File: src/rtl/simon_decrypt_iter.sv
// simon_decrypt_iter: iterative Simon32/64 block decryption core.
// A key handshake expands and stores all 32 round keys (28 cycles). Each block
// then runs one inverse round per cycle, consuming the keys k31..k0.
// Optional build macro SIMON_DEC_ENC_EN adds a 'mode' input. With mode=1 the
// core runs forward encryption (k0..k31) on the same key table.
//
// Handshake rule for every channel (key, in, out): a transfer happens on the
// rising clock edge where valid and ready are both high. Once valid is
// asserted, the sender holds it and its data stable until that edge. Ready may
// rise and fall independently of valid.
module simon_decrypt_iter #(
  parameter int ROUNDS = 32,
  parameter int WORD   = 16
) (
  input  logic              clk,
  input  logic              rst,
  input  logic              key_valid,
  output logic              key_ready,
  input  logic [4*WORD-1:0] key,
  input  logic              in_valid,
  output logic              in_ready,
  input  logic [2*WORD-1:0] ciphertext,
`ifdef SIMON_DEC_ENC_EN
  input  logic              mode,
`endif
  output logic              out_valid,
  input  logic              out_ready,
  output logic [2*WORD-1:0] plaintext,
  output logic              busy
);

  typedef enum logic [2:0] {
    S_IDLE    = 3'd0,
    S_EXPAND  = 3'd1,
    S_READY   = 3'd2,
    S_DECRYPT = 3'd3,
    S_DONE    = 3'd4
  } state_t;

  // z0 sequence of the key schedule, bit for index 0 held in the MSB.
  localparam logic [61:0] Z0 =
    62'b11111010001001010110000111001101111101000100101011000011100110;
  localparam logic [4:0] LAST_EXP  = 5'(ROUNDS - 5);
  localparam logic [4:0] LAST_RND  = 5'(ROUNDS - 1);

  state_t                       state_q;
  logic [4:0]                   cnt_q;
  logic [WORD-1:0]              x_q, y_q;
  logic [ROUNDS-1:0][WORD-1:0]  ks_q;
  logic                         out_valid_q;
`ifdef SIMON_DEC_ENC_EN
  logic                         mode_q;
`endif

  // Rotations are modulo WORD; s must lie in 1..WORD-1.
  function automatic logic [WORD-1:0] rol(input logic [WORD-1:0] v, input int unsigned s);
    rol = (v << s) | (v >> (WORD - s));
  endfunction

  function automatic logic [WORD-1:0] simon_f(input logic [WORD-1:0] v);
    simon_f = (rol(v, 1) & rol(v, 8)) ^ rol(v, 2);
  endfunction

  // Key schedule: derive k[i+4] from the table, i = cnt_q.
  logic [WORD-1:0] k_i, k_i1, k_i3, kt_a, kt_b, knew_d;
  logic [5:0]      z_idx;
  logic            z_bit;

  // Combinational next key word for the current expansion step.
  always_comb begin
    k_i    = ks_q[cnt_q];
    k_i1   = ks_q[cnt_q + 5'd1];
    k_i3   = ks_q[cnt_q + 5'd3];
    z_idx  = 6'd61 - {1'b0, cnt_q};
    z_bit  = Z0[z_idx];
    kt_a   = rol(k_i3, WORD - 3) ^ k_i1;
    kt_b   = kt_a ^ rol(kt_a, WORD - 1);
    knew_d = ~k_i ^ kt_b ^ {{(WORD-1){1'b0}}, z_bit} ^ 16'h0003;
  end

  // Round datapath: inverse round by default, forward round when enabled.
  logic [WORD-1:0] rk, x_d, y_d;
  logic [4:0]      cnt_d;
  logic            last_round;

  // Combinational next x/y/counter for one round.
  always_comb begin
    rk         = ks_q[cnt_q];
    x_d        = y_q;
    y_d        = x_q ^ simon_f(y_q) ^ rk;
    cnt_d      = cnt_q - 5'd1;
    last_round = (cnt_q == 5'd0);
`ifdef SIMON_DEC_ENC_EN
    if (mode_q) begin
      x_d        = y_q ^ simon_f(x_q) ^ rk;
      y_d        = x_q;
      cnt_d      = cnt_q + 5'd1;
      last_round = (cnt_q == LAST_RND);
    end
`endif
  end

  // A new key always wins over a block offered in the same cycle.
  logic key_fire, in_fire;
  assign key_ready = (state_q == S_IDLE) || (state_q == S_READY);
  assign in_ready  = (state_q == S_READY) && !key_valid;
  assign key_fire  = key_valid && key_ready;
  assign in_fire   = in_valid && in_ready;
  assign busy      = (state_q == S_EXPAND) || (state_q == S_DECRYPT);
  assign out_valid = out_valid_q;
  assign plaintext = {x_q, y_q};

  // Control FSM plus key table, round registers and output valid.
  always_ff @(posedge clk or posedge rst) begin
    if (rst) begin
      state_q     <= S_IDLE;
      cnt_q       <= 5'd0;
      x_q         <= '0;
      y_q         <= '0;
      ks_q        <= '0;
      out_valid_q <= 1'b0;
`ifdef SIMON_DEC_ENC_EN
      mode_q      <= 1'b0;
`endif
    end else begin
      case (state_q)
        S_IDLE, S_READY: begin
          if (key_fire) begin
            ks_q[0] <= key[WORD-1:0];
            ks_q[1] <= key[2*WORD-1:WORD];
            ks_q[2] <= key[3*WORD-1:2*WORD];
            ks_q[3] <= key[4*WORD-1:3*WORD];
            cnt_q   <= 5'd0;
            state_q <= S_EXPAND;
          end else if (in_fire) begin
            x_q     <= ciphertext[2*WORD-1:WORD];
            y_q     <= ciphertext[WORD-1:0];
            cnt_q   <= LAST_RND;
`ifdef SIMON_DEC_ENC_EN
            mode_q  <= mode;
            if (mode) cnt_q <= 5'd0;
`endif
            state_q <= S_DECRYPT;
          end
        end
        S_EXPAND: begin
          ks_q[cnt_q + 5'd4] <= knew_d;
          if (cnt_q == LAST_EXP) begin
            cnt_q   <= 5'd0;
            state_q <= S_READY;
          end else begin
            cnt_q <= cnt_q + 5'd1;
          end
        end
        S_DECRYPT: begin
          x_q   <= x_d;
          y_q   <= y_d;
          cnt_q <= cnt_d;
          if (last_round) begin
            out_valid_q <= 1'b1;
            state_q     <= S_DONE;
          end
        end
        S_DONE: begin
          if (out_ready) begin
            out_valid_q <= 1'b0;
            state_q     <= S_READY;
          end
        end
        default: begin
          out_valid_q <= 1'b0;
          state_q     <= S_IDLE;
        end
      endcase
    end
  end

endmodule
File: config.mk
export PLATFORM = sky130hd
export DESIGN_NAME = simon_decrypt_iter
export DESIGN_NICKNAME = d
export VERILOG_FILES = /design/src/rtl/simon_decrypt_iter.sv
export SDC_FILE = /design/constraint.sdc
export NUM_CORES = 2
export LEC_CHECK = 0
export BUFFER_PORTS_ARGS = -buffer_cell sky130_fd_sc_hd__buf_4
export CAP_MARGIN = 20
export CORE_UTILIZATION = 50
export CTS_BUF_LIST = sky130_fd_sc_hd__clkbuf_8
export DETAILED_ROUTE_END_ITERATION = 8
export PLACE_DENSITY = 0.67
export SLEW_MARGIN = 20
export SYNTH_ARGS = -nofsm -noshare
export SYNTH_HDL_FRONTEND = slang
export SYNTH_SLANG_ARGS = --single-unit
File: constraint.sdc
create_clock -name clk -period 34.9 [get_ports clk]
set_input_delay 5.235 -clock clk [delete_from_list [all_inputs] [get_ports clk]]
set_output_delay 5.235 -clock clk [all_outputs]
set_load 0.01 [all_outputs]
Word-level counts from Yosys, hierarchy flattened
Memories as Yosys holds them, arrays and structs flattened. Index checks and enable logic that the tools add are counted.

Register bits after elaboration: 553. Memory bits (read-only): 64. Memories: 1.

Memories: (no name shown) (words 64, width 1, rd ports 1, clocked after memory_dff 0, write ports 0, RTL line 75) `z_bit = Z0[z_idx];`.

$add $sub $neg: 5. $lt $le $gt $ge: 6. Eq/ne operators: 12. Muxes and demuxes: 31. Bitwise gates (word level): 16. Reductions and logical operators: 19.

Operators by type and width (number): 512-bit bitwise mux (1); 16-bit binary-select mux with 5-bit select (3); 16-bit 2-to-1 mux (8); 64-bit one-hot mux with 2 select lines (1); 16-bit XOR (6); 16-bit demux with 5-bit select (1); 64-bit 2-to-1 mux (1); 16-bit one-hot mux with 2 select lines (2); 5-bit by 6-bit < comparator with 1-bit output (second input constant) (4); 16-bit AND (1); 16-bit NOT (1); 16-bit by 1-bit OR with 16-bit output (1); 16-bit by 13-bit OR with 16-bit output (1); 16-bit by 15-bit OR with 16-bit output (1); 16-bit by 2-bit OR with 16-bit output (1); 16-bit by 8-bit OR with 16-bit output (1); 16-bit by 1-bit XOR with 16-bit output (1); 3-bit 2-to-1 mux (5); 5-bit 2-to-1 mux (3); 5-bit one-hot mux with 3 select lines (1); 3-bit one-hot mux with 4 select lines (1); 2-bit inequality test (second input constant) (5); 6-bit by 7-bit < comparator with 1-bit output (second input constant) (1); 3-bit by 2-bit == test with 1-bit output (second input constant) (2); 27 further kinds (36).

Longest topological paths before layout
Depth after elaboration: 12. Depth in mapped cells: 20.

Worst setup path after synthesis
Ideal clock, no wire load.

Kind: input port to output port. Start: input key_valid. End: output in_ready. Data arrival time: 5.500 ns. Required time: 29.665 ns. Path slack: 24.165 ns. Cell stages on the path: 2. Cell sequence: inv_1 > and3_1.

Longest elaborated chain between the ends: 2.

RTL lines: start, declared (RTL line 17) `input logic key_valid,`; 1-bit zero test (RTL line 106) `assign in_ready = (state_q == S_READY) && !key_valid;`; 1-bit logical AND (RTL line 106); end, declared (RTL line 21) `output logic in_ready,`.

Every way passes these cells.

Final worst setup path
Same ends and word-level chain as after synthesis.

==> summary.md <==
| Metric | Value |
|---|---|
| Outcome | `finished, final reports clean` |
| TritonCTS clock tree | `yes` |
| Top cells by area, synth | `dfrtp_1 39%, mux4_2 19%, nand2_1 8.1%` |
| DIE AREA | `71,300 sq um` |
| GPL Wtd Cong | `between 1 and 1.5` |
| Share of layout cells above drive strength 1 | `24.0%` |
| CTS buffer count | `96` |
| Mapped Area | `35,100 sq um` |
| Nets | `3,517` |
| IO Pins | `137` |
| Post-synth top area cell | `dfrtp_1` |
| # hold bufs at CTS | `0` |
| Crit path cell chain | `buf_4 > inv_1 > and3_1 > buf_4` |
| Die width | `approximately 270 um` |
| Clk Latency, worst-skew pair | `0.73 ns` |
| Most frequent cell after synthesis | `nand2_1` |
| Clock buffer depth | `3` |
| Post-synthesis cell count | `3,413` |
| Yosys top cell area share | `between 30% and 40%` |
| WP data required | `29.66 ns` |
| DIE HEIGHT | `267 um` |
| Endpoints failing setup | `0` |
| RSZ-0062 raised after global routing | `false` |
| # Post-CTS Setup Buffers | `0` |
| Minimum clock period | `10.99 ns` |
| Period utilization | `31.5%` |
| Cts repair resizes | `0` |
| TritonRoute pass-1 iters | `8` |
| First-pass GRT wire length | `196,000 um` |
| Distinct cell type count of the synthesized netlist | `approximately 70` |
| Slowest CP cell | `and3_1` |
| Count of input and output buffers | `136` |
| Antenna violations before repair | `1` |
| CTS sink count | `553` |
| Core box area | `between 60,000 and 70,000 sq um` |
| Max_cap viols | `0` |
| Starting Density | `between 50 and 60%` |
| Met2 Use GR | `52.2%` |
| DRT antenna net count | `0` |
| Vias per cell | `around 6.9` |
| Crit-path most repeated cell | `buf_4` |
| Synthesized flop and latch total | `553` |
| Relative slew slack | `between 10% and 20%` |
| Gr ovfl total | `0` |
| Synth Flop Type | `dfrtp_1` |
| Filler Cell Count | `between 5,000 and 6,000` |
| GR met3 Demand/Resource | `14.3%` |
| Total GRT Usage | `37.4%` |
| Residual DRC | `0` |
| # rows | `96` |
| Syn avg cell area | `10.3 sq um` |
| Max Clock Freq | `0.0910 GHz` |
| Fin. max-slew vios | `0` |
| Post-synth EDFFs | `0` |
| Actual slew at the worst max-slew pin | `1.32 ns` |
| Number of global-route vias before repair | `29,800` |
| Root buffer cell | `clkbuf_8` |
| Layout area overhead | `10.4%` |
| Startpoint Class | `primary input` |
| Crit path arrival time | `5.76 ns` |
| Ys Warns | `0` |
| H-tree levels | `3` |
| CP Max Fanout | `4` |
| Largest net degree at the start of global routing | `160` |
| Total number of vias | `30,300` |
| Syn nets | `around 3,500` |
| CP Class | `in2out` |
| Post-synth top cells | `754 x nand2_1, 553 x dfrtp_1, 427 x o21ai_0` |
| Ys async rst share | `100%` |
| Met1 Use GR | `roughly 48%` |
| Final hold vios | `0` |
| Worst setup margin | `23.91 ns` |
| Post-Route WL | `132,000 um` |
| Most Used Layer, Global Route | `met2` |
| Worst Hold Class | `reg2reg` |
| Clk slew on worst S/H paths | `0.06 ns` |
| Crit end category | `output pin` |
| Register area share after synthesis | `approximately two fifths` |
| Setup TNS | `0 ns` |
| Setup Skew | `around 0.033 ns` |
| Post-DP HPWL | `just over 80,000 um` |
| CP peak stage delay | `~0.16 ns` |
| Wire per inst | `29.8 um` |
| 1st-iter DRT viols | `4,289` |
| DP Worst Slack | `23.91 ns` |
through the flow:
stage	instance area [sq um]	utilization, %	hold slack, ns	instances
3_3_place_gp	36700	53.1	0.493	4229
2_1_floorplan	35100	-	0.475	3413
3_5_place_dp	36700	53.1	0.510	4229
4_1_cts	38700	56.0	0.524	4405
6_report	38800	56.1	0.523	4410
5_1_grt	38800	56.1	0.555	4410
routing by layer:
metal / wire, um / vias up
met2: 54900 / 2249
met3: 18700 / 616
li1: - / 12500
met4: 10900 / 4
met5: 79 / -
met1: 47000 / 14900
state kept, by name (all words and copies together), names as in the netlist:
register,cells
state_q,3
x_q,16
cnt_q,5
out_valid,1
ks_q,512
x_d,16
final timing paths:
kind | from | endpoint | slack, ns | cells after the start
worst max-delay path | key_valid | in_ready | 23.91 | 4
worst min-delay path | ks_q[89] | ks_q[89] | 0.52 | 2
worst max register to register | cnt_q[0] | ks_q[507] | 28.00 | 13
worst min register to register | ks_q[89] | ks_q[89] | 0.52 | 2
max in group asynchronous | rst | ks_q[12] | 27.67 | 4
min in group asynchronous | rst | ks_q[491] | 4.68 | 2
critical path, delay by kind of cell:
| kind | cells | cell delay (ns) |
|---|---|---|
| AND/OR/NAND/NOR | 1 | 0.16 |
| buffers and inverters | 3 | 0.36 |
layout by cell type (no fill, tap or decap), types with 31 or more instances in the layout:
| cell | netlist | routed |
|---|---|---|
| buf_4 | 34 | 208 |
| nor3_1 | 56 | 55 |
| inv_1 | 9 | 31 |
| mux2i_1 | 152 | 152 |
| a21oi_1 | 88 | 88 |
| clkbuf_8 | 0 | 127 |
| dfrtp_1 | 553 | 550 |
| mux2_2 | 96 | 96 |
| nand2_1 | 754 | 742 |
| o21ai_0 | 427 | 427 |
| mux4_2 | 302 | 302 |
| o22ai_1 | 58 | 58 |
| xnor2_1 | 65 | 59 |
| nand3_1 | 80 | 80 |
| nor2_1 | 118 | 106 |
cell type report:
| type | instances | area, sq um | area share [%] |
|---|---|---|---|
| diodes | 1 | 2.50 | 0.00645 |
| inverters | 11 | 48.8 | 0.126 |
| well taps | 931 | 1160 | 3.00 |
| clock buffers | 127 | 1750 | 4.51 |
| repair buffers | 217 | 1720 | 4.43 |
| clock inverters | 49 | 264 | 0.681 |
| multi-input cells | 2521 | 20000 | 51.5 |
| flip-flops and latches | 553 | 13800 | 35.7 |
cell families after synthesis:
group | count (synthesis) | synth area share [%]
XOR/XNOR | 100 | 3.11
flip-flops | 553 | 39.4
buffers and inverters | 339 | 4.41
AO/OA/AOI/OAI | 737 | 12.4
multiplexers | 550 | 26.8
AND/OR/NAND/NOR | 1118 | 13.4
adder cells (fa/ha/maj) | 16 | 0.570
Power is left out: the tool's default activity adds up to more than one toggle a clock period on the data nets, which glitch-free logic cannot reach.
